<file path="config.mk">
export PLATFORM = sky130hd
export DESIGN_NAME = serial_alu_ctrl
export DESIGN_NICKNAME = d
export VERILOG_FILES = /design/src/rtl/serial_alu_pkg.sv /design/src/rtl/serial_alu_nibble_addsub.sv /design/src/rtl/serial_alu_ctrl.sv
export SDC_FILE = /design/constraint.sdc
export NUM_CORES = 1
export LEC_CHECK = 0
export CAP_MARGIN = 10
export CORE_ASPECT_RATIO = 0.6
export CORE_MARGIN = 8
export CORE_UTILIZATION = 50
export CTS_CLUSTER_SIZE = 24
export DETAILED_ROUTE_END_ITERATION = 6
export PLACE_DENSITY = 0.84
export SETUP_SLACK_MARGIN = 0.4
export SLEW_MARGIN = 20
export SYNTH_ARGS = -nofsm -noshare
export SYNTH_HDL_FRONTEND = slang
export SYNTH_HIERARCHICAL = 1
export SYNTH_SLANG_ARGS = --single-unit
</file>
<file path="constraint.sdc">
create_clock -name clk -period 3.35 [get_ports clk]
set_input_delay 0.67 -clock clk [delete_from_list [all_inputs] [get_ports clk]]
set_output_delay 0.67 -clock clk [all_outputs]
set_load 0.02 [all_outputs]
</file>
<file path="src/rtl/serial_alu_pkg.sv">
// Shared types and constants for the nibble-serial add/subtract sequencer.
package serial_alu_pkg;
  localparam int NIBBLE_W = 4;
  typedef enum logic [1:0] {IDLE, RUN, DONE} state_t;
endpackage

</file>
<file path="src/rtl/serial_alu_nibble_addsub.sv">
// One 4-bit add/subtract slice. Subtraction inverts b; the caller supplies
// the +1 through cin on the first nibble. c3 is the carry into bit 3, used
// by the sequencer to form signed overflow on the most significant nibble.
module nibble_addsub import serial_alu_pkg::*; (
  input  logic [NIBBLE_W-1:0] a,
  input  logic [NIBBLE_W-1:0] b,
  input  logic                sub,
  input  logic                cin,
  output logic [NIBBLE_W-1:0] sum,
  output logic                cout,
  output logic                c3
);
  logic [NIBBLE_W-1:0] b_eff;
  logic [NIBBLE_W-1:0] lo;
  logic [1:0]          hi;

  assign b_eff = b ^ {NIBBLE_W{sub}};
  // Low three bits first so the carry into the top bit is visible.
  assign lo    = {1'b0, a[2:0]} + {1'b0, b_eff[2:0]} + {3'b000, cin};
  assign hi    = {1'b0, a[3]} + {1'b0, b_eff[3]} + {1'b0, lo[3]};
  assign sum   = {hi[0], lo[2:0]};
  assign cout  = hi[1];
  assign c3    = lo[3];
endmodule

</file>
<file path="src/rtl/serial_alu_ctrl.sv">
// Sequencer that pushes a W-bit add/subtract through a single nibble slice,
// LSB nibble first, and hands back result plus flags over valid/ready.
// Optional: define SERIAL_ALU_ABORT_EN to add an abort input that cancels
// an in-flight or unretired operation.
module serial_alu_ctrl import serial_alu_pkg::*; #(
  parameter  int NIBBLES = 4,
  localparam int W       = NIBBLE_W * NIBBLES,
  localparam int IW      = $clog2(NIBBLES)
) (
  input  logic         clk,
  input  logic         rst_n,
  input  logic         start_valid,
  output logic         start_ready,
  input  logic [W-1:0] op_a,
  input  logic [W-1:0] op_b,
  input  logic         op_sub,
  output logic         res_valid,
  input  logic         res_ready,
`ifdef SERIAL_ALU_ABORT_EN
  input  logic         abort,
`endif
  output logic [W-1:0] result,
  output logic         cero,
  output logic         negativo,
  output logic         c_out,
  output logic         overflow,
  output logic         busy
);
  state_t state;
  logic [IW-1:0] idx;
  logic          carry;
  logic          sub_q;
  logic [NIBBLES-1:0][NIBBLE_W-1:0] a_q, b_q, res_q, done_res;
  logic [NIBBLE_W-1:0] nib_sum;
  logic nib_cout, nib_c3, last;

  nibble_addsub u_slice (
    .a   (a_q[idx]),
    .b   (b_q[idx]),
    .sub (sub_q),
    .cin (carry),
    .sum (nib_sum),
    .cout(nib_cout),
    .c3  (nib_c3)
  );

  assign last        = (idx == IW'(NIBBLES - 1));
  assign result      = res_q;
  assign start_ready = (state == IDLE);
  assign busy        = (state != IDLE);

  // Result as it will look once the final nibble lands; feeds the zero flag.
  always_comb begin
    done_res            = res_q;
    done_res[NIBBLES-1] = nib_sum;
  end

  // FSM, operand capture, nibble write-back and flag latching.
  always_ff @(posedge clk) begin
    if (!rst_n) begin
      state     <= IDLE;
      idx       <= '0;
      carry     <= 1'b0;
      sub_q     <= 1'b0;
      a_q       <= '0;
      b_q       <= '0;
      res_q     <= '0;
      res_valid <= 1'b0;
      cero      <= 1'b0;
      negativo  <= 1'b0;
      c_out     <= 1'b0;
      overflow  <= 1'b0;
    end
`ifdef SERIAL_ALU_ABORT_EN
    // Abort outranks both retirement and last-nibble completion.
    else if (abort && state != IDLE) begin
      state     <= IDLE;
      idx       <= '0;
      carry     <= 1'b0;
      res_q     <= '0;
      res_valid <= 1'b0;
      cero      <= 1'b0;
      negativo  <= 1'b0;
      c_out     <= 1'b0;
      overflow  <= 1'b0;
    end
`endif
    else begin
      case (state)
        IDLE: if (start_valid) begin
          a_q   <= op_a;
          b_q   <= op_b;
          sub_q <= op_sub;
          idx   <= '0;
          carry <= op_sub;
          state <= RUN;
        end
        RUN: begin
          res_q[idx] <= nib_sum;
          carry      <= nib_cout;
          if (last) begin
            c_out     <= nib_cout;
            overflow  <= nib_cout ^ nib_c3;
            cero      <= (done_res == '0);
            negativo  <= nib_sum[NIBBLE_W-1] & sub_q;
            res_valid <= 1'b1;
            state     <= DONE;
          end else begin
            idx <= idx + 1'b1;
          end
        end
        DONE: if (res_ready) begin
          res_valid <= 1'b0;
          state     <= IDLE;
        end
        default: state <= IDLE;
      endcase
    end
  end
endmodule

</file>
==> flow_metrics.tcl <==
set metrics [dict create \
    status "finished, final reports clean" \
    n_antenna_cell 0 \
    p_leak_nw 1.45 \
    dieArea_um2 8190 \
    cp-end-kind "register" \
    drc 0 \
    synth_area_leader_cell "dfxtp_1" \
    grt_max_degree 43 \
    critPathTopFamily "adder cells" \
    setup_viol 0 \
    drt_iter0_drc 117 \
    worst_skew_pair.late_latency_ns 0.34 \
    synthToLayoutAreaGrowth_pct 30.8 \
    io_buffers 59 \
    swShare_pct 24.1 \
    dp_hpwl_um 4570 \
    period_share_pct 84.5 \
    slew_headroom_pct 53.9 \
    syn-num-nets 334 \
    routed_wl_um 6200 \
    cts_sinks 59 \
    overflow 0 \
    finalPower_mw 1.74 \
    synth-async-reset-ratio_pct 0 \
    worstPathArrival_ns 3.11 \
    fill_cells 454 \
    wire_per_inst_um 14.9 \
    finalHoldViolations 0 \
    cp-start-kind "register" \
    grt_pass1_vias 2189 \
    path_buf_inv 0 \
    cts_htree_levels 3 \
    crit_fanout 6 \
    synth_cells 287 \
    synth.area.top_cells "dfxtp_1 43%, nand2_1 11%, a21boi_1 6.8%" \
    die_h_um 73.4 \
    ant_nets 0 \
    switching_power_mw 0.420 \
    worst_pin_slew_ns 0.691 \
    vias_per_cell 5.13 \
    grt_pass1_wl_um 10500 \
    min_period_ns 2.83 \
    start_util_pct 50.4 \
    fmax_mhz 353 \
    path_cells "mux4_2 -> xor2_1 -> fa_1 -> nand3_1 -> nand2_1 -> fa_2 -> nor4_1 -> nand4_1 -> o21ai_1" \
    core_area_um2 5440 \
    path_clk_slew_ns 0.06 \
    yosys_warnings 6 \
    internal_power_mw 1.32 \
    power.share.clock_pct 41.7 \
    synth-edff-count 0 \
    cp_slowest_stage_delay_ns 0.52 \
    die_w_um 112 \
    cts_buffers 9 \
    rows 21 \
    slowest_stage "mux4_2" \
    post_cts_buffers 0 \
    cts_hold_buf 0 \
    io_pins 60 \
    maxCapViolCount 0 \
    tns_ns 0 \
    drt_pass1_iterations 4 \
    pwr-share-seq_pct 43.9 \
    crit_required_ns 3.63 \
    cts_root_buf "clkbuf_8" \
    slew_viol_final 0 \
    seq_area_frac_synth_pct 43.1 \
    vias 2141 \
    pwr-share-comb_pct 14.4 \
    syn_area_um2 2740 \
    syn_avg_cell_area_um2 9.56 \
    synth-main-ff-cell "dfxtp_1" \
    synth_seq_cells 59 \
    synth_top_cell_area_share_pct 43.1 \
    hp-class "register to register" \
    cts_tree "done" \
    final_common_cell "nand2_1" \
    clock_path_buffers 2 \
    drive_gt1_share_pct 10.1 \
    rsz0062_at_grt "false" \
    fin_util_pct 66.0 \
    fin_worst_skew_ns 0.00647 \
    peakVddDrop_mv 0.234 \
    antenna_found_initial 0 \
    yosysUniqueCellTypes 36 \
    grt_usage_pct 16.3 \
    num-nets-final 390 \
    place_congestion 0.849 \
    power_density_nw_per_um2 486 \
    mostFrequentLayoutCells "82 x nand2_1, 59 x clkdlybuf4s50_1, 57 x dfxtp_1" \
    criticalPathCategory "register to register" \
]
## worst paths after layout
kind	cells after the start	endpoint	startpoint	slack, ns
setup / recovery	9	cero	idx[0]	0.52
setup reg to reg	9	cero	idx[0]	0.52
hold / removal	2	a_q[2]	a_q[2]	0.46
hold reg to reg	2	a_q[2]	a_q[2]	0.46
## routing by layer
layer	track usage [%]	wire, um	vias up
met4	6.77	108	0
met3	7.63	556	10
met5	0	0	-
met2	23.3	2510	70
li1	-	-	1076
met1	20.5	3030	985
## timing repair
action	CTS	global route
cloned	0	0
endpoints found under the setup margin	1	2
resized for setup	2	2
pin swaps	0	0
## power groups by stage
stage	clock (mW)	combinational [mW]	sequential [mW]
finish	0.727	0.251	0.766
global route	0.776	0.274	0.770
CTS	0.740	0.252	0.766
detailed placement	0	0.250	0.781
global placement	0	0.245	0.780
floorplan	0	0.159	0.775
## kinds of logic (layout without fill, tap and decap cells)
kind of cell	after synthesis	count (layout)	synth area share, %
buf+inv	22	83	4.06
compound gates	49	49	13.1
flops	59	59	43.1
simple gates	120	120	21.2
mux	21	21	11.3
fa+ha+maj	10	10	5.38
xor+xnor	6	6	1.92
## flip-flops by register name, summed over array words and instances, names as in the netlist
name and cells:
b_q 16, state 2, idx 2, result 16, overflow 1, cero 1
c_out 1, res_valid 1, negativo 1, a_q 16, carry 1, sub_q 1
## metrics by stage
step / area, um2 / hold slack, ns / instances / setup WS, ns
after floorplan: 2740 / 0.432 / 287 / 0.456
after global placement: 3350 / 0.444 / 401 / 0.440
after detailed placement: 3350 / 0.447 / 401 / 0.324
after CTS: 3580 / 0.456 / 417 / 0.429
after global routing: 3590 / 0.476 / 417 / 0.427
final: 3590 / 0.457 / 417 / 0.518
## final cells by class
cell class	instances	area, um2	share of cell area, %
repair buffers	63	621	17.3
multi-input cells	206	1450	40.5
well taps	69	86.3	2.41
clock buffers	11	151	4.22
flip-flops and latches	59	1190	33.1
inverters	4	15.0	0.419
clock inverters	5	75.1	2.09
## worst min-delay path: cells and delay by family (launching register included)
kind | cells | cell delay, ns
simple gates | 1 | 0.05
flops | 1 | 0.31
compound gates | 1 | 0.05
## cell usage after synthesis (2+ instances only)
cell / count
o21ai_0: 2
nor2_1: 2
nor4_1: 2
a21boi_1: 25
mux2i_1: 13
inv_1: 4
nand3_1: 5
buf_2: 8
nor3b_1: 2
ha_1: 7
nor2b_1: 13
clkbuf_1: 6
or3b_1: 2
xor2_1: 5
dfxtp_1: 59
buf_4: 3
nand2b_1: 2
nand2_1: 82
fa_1: 3
nand3b_1: 3
mux4_2: 8
a21boi_0: 17
No activity file was read; power rests on OpenSTA's default activity.
